[config.mk]
export PLATFORM = sky130hd
export DESIGN_NAME = activation_stage
export DESIGN_NICKNAME = d
export VERILOG_FILES = /design/src/rtl/activation_stage.sv
export SDC_FILE = /design/constraint.sdc
export NUM_CORES = 1
export LEC_CHECK = 0
export ABC_AREA = 1
export CORE_ASPECT_RATIO = 0.8
export CORE_MARGIN = 2
export CORE_UTILIZATION = 49
export CTS_CLUSTER_SIZE = 14
export DETAILED_ROUTE_END_ITERATION = 7
export PLACE_DENSITY = 0.92
export SLEW_MARGIN = 20
export SYNTH_ARGS = -nofsm -noshare
export SYNTH_HDL_FRONTEND = slang
export SYNTH_SLANG_ARGS = --single-unit
[constraint.sdc]
create_clock -name clk -period 1.2 [get_ports clk]
set_input_delay 0.24 -clock clk [delete_from_list [all_inputs] [get_ports clk]]
set_output_delay 0.24 -clock clk [all_outputs]
set_load 0.01 [all_outputs]
[src/rtl/activation_stage.sv]
// -----------------------------------------------------------------------------
// activation_stage
//
// Purpose:
//   Sits after the fully-connected layer block. It captures that layer's flat
//   Q8.8 output vector on start. It then applies ReLU, with an optional upper
//   clip, one element per clock. The result goes to a registered flat vector
//   with a level-held done flag.
//
// Parameters:
//   M    - number of vector elements
//   W    - element width (signed Q8.8)
//   CLIP - signed Q8.8 upper clamp; 0 disables the clamp
//
// Ports:
//   clk   in   1    system clock, rising edge
//   rst   in   1    synchronous reset, active-high
//   start in   1    request to process x (sampled only when not busy)
//   x     in   M*W  input vector, element i at [i*W +: W]
//   y     out  M*W  registered result vector, same packing as x
//   busy  out  1    high while elements are being processed
//   done  out  1    high once y is complete; held until next accepted start/rst
//
// Build option:
//   ACTIVATION_LEAKY_EN - when defined, negative inputs map to v >>> 3
//                         (leaky ReLU, slope 1/8) instead of zero.
// -----------------------------------------------------------------------------
module activation_stage #(
    parameter int M    = 2,
    parameter int W    = 16,
    parameter int CLIP = 0
) (
    input  logic             clk,
    input  logic             rst,
    input  logic             start,
    input  logic [M*W-1:0]   x,
    output logic [M*W-1:0]   y,
    output logic             busy,
    output logic             done
);

    localparam int IW = (M > 1) ? $clog2(M) : 1;
    localparam logic signed [W-1:0] CLIP_V = W'(CLIP);

    typedef enum logic [1:0] {
        ST_IDLE = 2'd0,
        ST_RUN  = 2'd1,
        ST_DONE = 2'd2
    } state_t;

    state_t          state_q;
    logic [M*W-1:0]  xbuf_q;
    logic [IW-1:0]   idx_q;
    logic [M*W-1:0]  y_q;
    logic            busy_q;
    logic            done_q;

    // Transfer function. Everything stays at W bits. The clip only ever
    // lowers a positive value, and the shift cannot grow magnitude, so
    // no overflow is possible.
    function automatic logic [W-1:0] act_f(input logic signed [W-1:0] v);
        logic [W-1:0] r;
        if (v < 0) begin
`ifdef ACTIVATION_LEAKY_EN
            r = v >>> 3;
`else
            r = '0;
`endif
        end else if ((CLIP != 0) && (v > CLIP_V)) begin
            r = CLIP_V;
        end else begin
            r = v;
        end
        return r;
    endfunction

    always_ff @(posedge clk) begin
        if (rst) begin
            state_q <= ST_IDLE;
            xbuf_q  <= '0;
            idx_q   <= '0;
            y_q     <= '0;
            busy_q  <= 1'b0;
            done_q  <= 1'b0;
        end else begin
            case (state_q)
                // IDLE and DONE differ only in the done flag. A start from
                // DONE re-arms immediately, and done drops on the accept edge.
                ST_IDLE, ST_DONE: begin
                    if (start) begin
                        xbuf_q  <= x;
                        idx_q   <= '0;
                        state_q <= ST_RUN;
                        busy_q  <= 1'b1;
                        done_q  <= 1'b0;
                    end
                end
                ST_RUN: begin
                    // start is deliberately ignored here.
                    y_q[idx_q*W +: W] <= act_f(xbuf_q[idx_q*W +: W]);
                    if (idx_q == IW'(M - 1)) begin
                        state_q <= ST_DONE;
                        busy_q  <= 1'b0;
                        done_q  <= 1'b1;
                        idx_q   <= '0;
                    end else begin
                        idx_q <= idx_q + 1'b1;
                    end
                end
                default: begin
                    state_q <= ST_IDLE;
                    busy_q  <= 1'b0;
                    done_q  <= 1'b0;
                end
            endcase
        end
    end

    assign y    = y_q;
    assign busy = busy_q;
    assign done = done_q;

endmodule
==> run_results.csv, run 1 <==
group,metric,value,unit
grt,overflow,0,
floorplanning,initial_core_util,50.6,%
synth,ys_seq_area_share,48.8,%
timing,slew_viol_final,0,
final_layout,n_fill_cell,447,
detailed_routing,vias_per_cell,4.83,
final_layout,drive_gt1_share,12.1,%
place,place_ws,-0.227,ns
timing,timing.hold.ws,0.463,ns
place,place_hpwl,4.47,mm
clock_network,clkLatencyLatePin,0.35,ns
outcome,status,"complete, but fails checks",
floorplanning,rows,24,
critical_path,worst_path_largest_cell_delay,0.36,ns
grt,grt_usage,22.0,%
power_and_ir_drop,p_sw_share,26.3,%
hold_path,hp-start,"y[26]",
power_and_ir_drop,p_leak,1.80,nW
timing,finalHoldViolations,0,
critical_path,cp.arrival,1.52,ns
synth,synth_area,2750,um2
final_layout,antenna_cells,0,
final_layout,syn_to_final_growth,35.9,%
power_and_ir_drop,pwr-share-clk,35.4,%
hold_path,hp-class,"flop to flop",
clock_network,numCtsBuffers,9,
power_and_ir_drop,internal-power,3.87,mW
power_and_ir_drop,p_sw,1.38,mW
floorplanning,die-area,6230,um2
grt,antenna_found_initial,0,
synth,synth_cell_types,20,
timing,period_needed,1.24,ns
detailed_routing,dr.pass1.iters,5,
critical_path,worstSetupStartpointType,"flop",
outcome,violations,"setup timing",
timing,timing.final.crit_share,103,%
hold_path,hold_end,"y[26]",
final_layout,final_cell_mix,"nand2_1, dfxtp_1, nor2_1",
timing,fin_ws,-0.0394,ns
detailed_routing,dr.first_iter.drc_count,244,
critical_path,cp-end-kind,"flop",
floorplanning,fp.coreArea,5440,um2
hold_path,hold_path_depth,2,
critical_path,critPathMaxFanout,15,
place,gp_congestion,0.871,
clock_network,cts_sinks,67,
timing,setup_viol,1,
clock_network,root_buffer,"clkbuf_8",
final_layout,fin_util,68.7,%
critical_path,cp_data_required_time,1.48,ns
grt,grt_pass1_vias,2350,
clock_network,clk_pin_slew_worst_paths,0.07,ns
power_and_ir_drop,vdd_drop_max,921,uV
detailed_routing,wl_per_cell,12.2,um
synth,ys_seq_elements,67,
run,drv_cap,0,
critical_path,r2r-start,"idx_q",
synth,yosysWarnings,0,
timing,fmax,807,MHz
critical_path,criticalPathCategory,"flop to flop",
critical_path,path_cells,"buf_4 > o21ai_4 > clkbuf_16 > nand3_1 > nand2_1",
power_and_ir_drop,power_frac_seq,47.0,%
grt,grt_max_degree,34,
power_and_ir_drop,power_frac_comb,17.6,%
synth,synthCells,394,
floorplanning,ios,69,
detailed_routing,drt_wl_total,6.71,mm
timing,rsz0062_at_grt,"yes",
clock_network,htree_num_levels,3,
final_layout,nets,501,
critical_path,timing.rr.end,"y[17]",
clock_network,cts_tree,"yes",
power_and_ir_drop,powerDensity,1410,nW/um2
final_layout,layout_commonest_cell,"nand2_1",
grt,grt_pass1_wl,10.5,mm
clock_network,cts_buffer_depth,2,
detailed_routing,num_vias,2646,
detailed_routing,ant_nets,0,
critical_path,rr_worst_depth,5,
synth,postSynthAreaPerCell,6.97,um2
floorplanning,fp.dieW,87.7,um
critical_path,critPathSlowestCell,"dfxtp_2",
detailed_routing,drc,0,
clock_network,ctsHoldBuffers,0,
floorplanning,die-height,71.0,um
place,port_buffers,66,
critical_path,r2r_setup_slack,-0.04,ns
timing,finalClockSkew,0.00530,ns
-- power groups by stage --
stage          Clock [mW]  Combinational, mW  Sequential, mW
6_report             1.86              0.921            2.47
5_1_grt              1.96               1.03            2.48
4_1_cts              1.87              0.883            2.46
3_5_place_dp            0              0.909            2.51
3_3_place_gp            0              0.883            2.51
2_1_floorplan           0              0.500            2.52
-- registers in the layout, indices dropped and copies added (netlist names) --
register	cells
xbuf_q	32
idx_q	1
done	1
state_q	2
busy	1
y	30
-- synth_stat cells --
| cell type | n | area, um2 |
|---|---|---|
| nand2_1 | 126 | 473 |
| dfxtp_1 | 67 | 1340 |
| nor2_1 | 63 | 236 |
| inv_1 | 36 | 135 |
| o21ai_0 | 29 | 145 |
| a21oi_1 | 18 | 90.1 |
| nand3_1 | 16 | 80.1 |
| buf_2 | 8 | 40.0 |
| buf_4 | 8 | 60.1 |
| clkbuf_1 | 5 | 18.8 |
| inv_2 | 4 | 15.0 |
| o21ai_1 | 4 | 20.0 |
| buf_6 | 2 | 22.5 |
| nor2_4 | 2 | 22.5 |
| conb_1 | 1 | 3.75 |
| nand2_2 | 1 | 6.26 |
| nand2_4 | 1 | 11.3 |
| nand3_2 | 1 | 10.0 |
| o21ai_2 | 1 | 8.76 |
| o31ai_1 | 1 | 7.51 |
-- area by class of cell --
cell class	instances	area (um2)	area share [%]
Multi-Input combinational cell	265	1130	30.4
Clock inverter	2	35.0	0.938
Tap cell	78	97.6	2.61
Inverter	40	150	4.02
Timing Repair Buffer	83	815	21.8
Sequential cell	67	1340	36.0
Clock buffer	13	159	4.26
-- cells by family (layout without fill, tap and decap cells) --
logic type             Yosys count  in the layout  share of synthesized area (%)
other                            1              2                          0.136
DFF                             67             67                           48.8
AOI/OAI and AO/OA               53             53                           9.88
and+or+nand+nor                210            210                           30.6
buffers and inverters           63            138                           10.6
-- layer usage --
layer | up-vias | routed length, um | GRT usage, %
met2 | 114 | 3280 | 36.8
met5 | - | 0 | 0
met3 | 18 | 475 | 7.93
met1 | 1166 | 2840 | 26.5
met4 | 0 | 119 | 6.50
li1 | 1348 | - | -
-- worst max-delay path by stage --
stage	from	end	slack, ns
after floorplan	idx_q	y[5]	0.16
after global placement	start	xbuf_q[10]	-0.21
after detailed placement	start	xbuf_q[8]	-0.23
after CTS	y[23]	y[23]	0.0004
after global routing	state_q[0]	y[17]	-0.05
final	idx_q	y[17]	-0.04
-- stage by stage --
step | cell area [um2] | power [mW] | std cells | setup TNS (ns)
6_report | 3730 | 5.25 | 548 | -0.0394
5_1_grt | 3730 | 5.47 | 548 | -0.137
4_1_cts | 3730 | 5.21 | 547 | 0
3_5_place_dp | 3550 | 3.42 | 530 | -9.96
3_3_place_gp | 3550 | 3.39 | 530 | -9.22
2_1_floorplan | 2750 | 3.02 | 395 | 0
-- worst max-delay path: cells and delay by family (launching register included) --
family,cells,cell delay (ns)
flip-flops,1,0.36
AO/OA/AOI/OAI,1,0.22
AND/OR/NAND/NOR,2,0.23
buffers and inverters,2,0.36
-- repair_timing --
| item | 4_1_cts | 5_1_grt |
|---|---|---|
| resized for setup | 45 | 38 |
| endpoints found under the setup margin | 33 | 55 |
| gates cloned | 0 | 1 |
| pin swaps | 1 | 0 |
| setup buffers | 2 | 0 |
No activity file was read; power rests on OpenSTA's default activity.
==> inputs of run 2 (changes only) <==
--- a/config.mk
+++ b/config.mk
@@ -11,6 +11,7 @@
 export CORE_UTILIZATION = 49
 export CTS_CLUSTER_SIZE = 14
 export DETAILED_ROUTE_END_ITERATION = 7
+export MAX_ROUTING_LAYER = met4
 export PLACE_DENSITY = 0.92
 export SLEW_MARGIN = 20
 export SYNTH_ARGS = -nofsm -noshare
==> run 2 against run 1 <==
Against the previous run:
- sequential share of layout area stayed put
- cell count unchanged
- sequential cell count unchanged
- register-to-register slack about the same
- global-route usage is 0.67 points higher
- clock skew about the same
- the flow still finishes with violations (setup timing)
- power shrank 0.22%
- count of clock-buffer cells in the layout is the same
- non-clock buffer count is the same
- combinational power hardly changed
==> run_results.csv, run 2 (same netlist as run 1, synthesis figures left out) <==
group,metric,value,unit
floorplanning,ios,69,
place,place_hpwl,4.47,mm
floorplanning,fp.coreArea,5440,um2
clock_network,clk_pin_slew_worst_paths,0.07,ns
place,place_ws,-0.227,ns
final_layout,syn_to_final_growth,35.9,%
detailed_routing,vias_per_cell,4.81,
power_and_ir_drop,p_leak,1.80,nW
critical_path,worst_path_largest_cell_delay,0.36,ns
timing,period_needed,1.23,ns
place,post_dp_cell_area,3550,um2
grt,grt_usage,22.6,%
clock_network,ctsHoldBuffers,0,
outcome,status,"complete, but fails checks",
grt,grt_pass1_wl,10.5,mm
critical_path,cp_num_cells,5,
clock_network,clkLatencyLatePin,0.34,ns
timing,fin_ws,-0.0308,ns
grt,antenna_found_initial,0,
hold_path,hold_path_depth,2,
detailed_routing,wl_per_cell,12.3,um
critical_path,critPathTopFamily,"flip-flops",
critical_path,rr_worst_depth,5,
critical_path,criticalPathCategory,"flop to flop",
final_layout,largest_register,"xbuf_q",
detailed_routing,drt_wl_total,6.72,mm
timing,rsz0062_at_grt,"yes",
clock_network,htree_num_levels,3,
timing,slew_viol_final,0,
clock_network,cts_sinks,67,
timing,finalHoldViolations,0,
clock_network,root_buffer,"clkbuf_8",
timing,timing.final.crit_share,103,%
detailed_routing,dr.first_iter.drc_count,246,
critical_path,cp.buffers_inverters,2,
clock_network,cts_tree,"yes",
floorplanning,die-area,6230,um2
final_layout,multiInputGateArea,1130,um2
floorplanning,rows,24,
floorplanning,die-height,71.0,um
clock_network,numCtsBuffers,9,
final_layout,final_cell_mix,"nand2_1, dfxtp_1, nor2_1",
grt,grt_pass1_vias,2353,
final_layout,antenna_cells,0,
place,gp_congestion,0.885,
grt,overflow,0,
hold_path,hp-class,"flop to flop",
detailed_routing,ant_nets,0,
final_layout,regArea,1340,um2
final_layout,fin_util,68.7,%
detailed_routing,num_vias,2634,
floorplanning,fp.dieW,87.7,um
detailed_routing,drc,0,
final_layout,drive_gt1_share,12.1,%
detailed_routing,dr.pass1.iters,7,
grt,grt_max_degree,34,
timing,finalClockSkew,0.00579,ns
critical_path,critPathMaxFanout,15,
critical_path,critPathSlowestCell,"dfxtp_2",
outcome,violations,"setup timing",
final_layout,layout_commonest_cell,"nand2_1",
power_and_ir_drop,powerDensity,1400,nW/um2
run,drv_cap,0,
critical_path,path_cells,"buf_4 > o21ai_4 > clkbuf_16 > nand3_1 > nand2_1",
place,port_buffers,66,
final_layout,nets,501,
timing,fmax,812,MHz
critical_path,cp-end-kind,"flop",
critical_path,cp.arrival,1.50,ns
critical_path,cp_data_required_time,1.47,ns
timing,setup_viol,1,
final_layout,final_area,3730,um2
floorplanning,initial_core_util,50.6,%
critical_path,worstSetupStartpointType,"flop",
power_and_ir_drop,vdd_drop_max,919,uV
clock_network,cts_buffer_depth,2,
final_layout,largest_reg_flops,32,
final_layout,n_fill_cell,447,
[run 2: cell counts in the layout (fill, tap and decap cells not counted)]
No cell type changed its count.
[run 2: metrics by stage]
stage                     setup TNS [ns]  power (mW)  instances  hold WS (ns)
after floorplan                        0        3.02        395         0.388
after detailed placement           -9.96        3.42        530         0.448
final                            -0.0308        5.24        548         0.462
after global routing              -0.137        5.47        548         0.474
after CTS                              0        5.21        547         0.460
after global placement             -9.22        3.39        530         0.436
[run 2: power by group]
part	total, mW	switching [mW]	internal (mW)
clock	1.85	0.790	1.06
sequential	2.47	0.0837	2.38
combinational	0.920	0.495	0.425
total	5.24	1.37	3.87
[run 2: final cells by class]
class                   count  share of cell area (%)
multi-input cells         265                    30.4
clock buffers              13                    4.26
flip-flops and latches     67                    36.0
clock inverters             2                   0.938
inverters                  40                    4.02
repair buffers             83                    21.8
well taps                  78                    2.61
[run 2: worst reg2reg max path, stage by stage, from the launching register on]
cell	delay, ns
dfxtp_2	0.36
buf_4	0.15
o21ai_4	0.22
clkbuf_16	0.21
nand3_1	0.11
nand2_1	0.12
[run 2: worst paths after layout]
| path | to | slack, ns | from |
|---|---|---|---|
| setup / recovery | y[17] | -0.03 | idx_q |
| hold / removal | y[26] | 0.46 | y[26] |
| setup reg to reg | y[17] | -0.03 | idx_q |
| hold reg to reg | y[26] | 0.46 | y[26] |
[run 2: layer usage]
layer  global-route usage (%)  wire length [um]  share of wire (%)  vias up
li1                         -                 -                  -     1345
met1                     26.5              2850                 42     1158
met2                     36.9              3250                 48      115
met3                     7.82               484                7.2       16
met4                     6.50               131                2.0        0
met5                        -                 0                  0        -
[run 2: repair_timing]
item	CTS	global route
endpoints found under the setup margin	33	55
gates cloned	0	1
resized for setup	45	38
setup buffers	2	0
pin swaps	1	0
==> inputs of run 3 (changes only) <==
--- a/config.mk
+++ b/config.mk
@@ -6,7 +6,7 @@
 export NUM_CORES = 1
 export LEC_CHECK = 0
 export ABC_AREA = 1
-export CORE_ASPECT_RATIO = 0.8
+export CORE_ASPECT_RATIO = 1.4
 export CORE_MARGIN = 2
 export CORE_UTILIZATION = 49
 export CTS_CLUSTER_SIZE = 14
==> run 3 against run 2 <==
Against the previous run:
- the run now ends clean
- maximum frequency up 3.0%
- sequential share of layout area shrank 0.17 points
- largest cell class unchanged
- clock power about the same
- critical path type is now flop to output pin
- via count rose by 0.30%
==> run_results.csv, run 3 (same netlist as run 1, synthesis figures left out) <==
group,metric,value,unit
outcome,status,"finished clean",
floorplanning,initial_core_util,50.5,%
final_layout,n_fill_cell,446,
timing,setup_viol,0,
timing,fin_ws,0.00534,ns
critical_path,worst_path_largest_cell_delay,0.37,ns
run,drv_cap,0,
floorplanning,rows,32,
detailed_routing,ant_nets,0,
place,place_hpwl,4.60,mm
grt,overflow,0,
timing,period_needed,1.19,ns
grt,grt_max_degree,31,
timing,finalHoldViolations,0,
final_layout,syn_to_final_growth,36.7,%
clock_network,cts_tree,"yes",
power_and_ir_drop,powerDensity,1390,nW/um2
clock_network,clkLatencyLatePin,0.35,ns
timing,fmax,837,MHz
detailed_routing,vias_per_cell,4.87,
floorplanning,fp.dieW,67.3,um
grt,grt_usage,22.8,%
critical_path,critPathTopFamily,"flip-flops",
critical_path,cp.arrival,0.95,ns
floorplanning,ios,69,
final_layout,largest_reg_flops,32,
grt,grt_pass1_wl,10.7,mm
floorplanning,die-height,92.6,um
timing,slew_viol_final,0,
floorplanning,die-area,6230,um2
critical_path,cp_data_required_time,0.96,ns
final_layout,final_area,3750,um2
final_layout,final_cell_mix,"nand2_1, dfxtp_1, nor2_1",
detailed_routing,wl_per_cell,12.2,um
clock_network,clk_pin_slew_worst_paths,0.07,ns
clock_network,cts_sinks,67,
critical_path,criticalPathCategory,"flop to output pin",
final_layout,stdcell_count,543,
timing,finalClockSkew,0.00991,ns
critical_path,worstSetupStartpointType,"flop",
final_layout,layout_commonest_cell,"nand2_1",
detailed_routing,dr.pass1.iters,5,
timing,tns,0,ns
clock_network,ctsHoldBuffers,0,
grt,grt_pass1_vias,2508,
power_and_ir_drop,p_leak,1.81,nW
critical_path,critPathSlowestCell,"dfxtp_1",
critical_path,path_cells,"clkdlybuf4s15_2",
detailed_routing,drc,0,
clock_network,htree_num_levels,3,
clock_network,cts_setup_buffers,0,
power_and_ir_drop,vdd_drop_max,1120,uV
place,gp_congestion,0.821,
power_and_ir_drop,power,5.21,mW
hold_path,hp-class,"flop to flop",
final_layout,nets,505,
clock_network,numCtsBuffers,9,
critical_path,critPathMaxFanout,2,
detailed_routing,dr.first_iter.drc_count,210,
detailed_routing,drt_wl_total,6.60,mm
place,post_dp_cell_area,3570,um2
detailed_routing,num_vias,2642,
floorplanning,fp.coreArea,5450,um2
critical_path,cp-end-kind,"output pin",
place,place_ws,-0.235,ns
place,place_inst,526,
timing,timing.final.crit_share,99.6,%
clock_network,root_buffer,"clkbuf_8",
final_layout,drive_gt1_share,12.4,%
grt,antenna_found_initial,0,
critical_path,cp.buffers_inverters,1,
place,port_buffers,66,
final_layout,largest_register,"xbuf_q",
clock_network,cts_buffer_depth,2,
final_layout,antenna_cells,0,
run 3: cell type report:
cell class,count,area (um2),share of cell area [%]
clock buffer,14,153,4.07
clock inverter,2,35.0,0.933
inverter,40,153,4.07
multi-input combinational,265,1130,30.0
sequential,67,1350,35.8
tap,68,85.1,2.27
timing repair buffer,87,858,22.9
run 3: worst paths after layout:
path               from  endpoint  slack (ns)  cells after the start
max               y[27]     y[27]       0.005                      1
min               y[19]     y[19]        0.46                      2
max reg2reg  state_q[0]     y[21]        0.03                      7
min reg2reg       y[19]     y[19]        0.46                      2
run 3: per-stage QoR:
step	utilization (%)	hold WS, ns
finish	69.0	0.460
global route	69.0	0.482
CTS	68.7	0.460
detailed placement	65.5	0.449
global placement	65.5	0.440
floorplan	-	0.388
run 3: layer usage:
layer / up-vias / track usage, % / share of wire (%)
met5: - / - / 0
met4: 0 / 11.1 / 2.5
met3: 15 / 3.16 / 4.1
met2: 79 / 39.2 / 53
met1: 1197 / 25.3 / 41
li1: 1351 / - / -
run 3: timing repair:
| action | 4_1_cts | 5_1_grt |
|---|---|---|
| resized for setup | 50 | 33 |
| pin swaps | 0 | 1 |
| cloned | 0 | 1 |
| endpoints found under the setup margin | 32 | 45 |
run 3: power breakdown:
part           switching, mW  leakage, nW  internal [mW]
registers             0.0837        0.552           2.38
logic                  0.488         1.16          0.434
clock network          0.807       0.0947           1.02
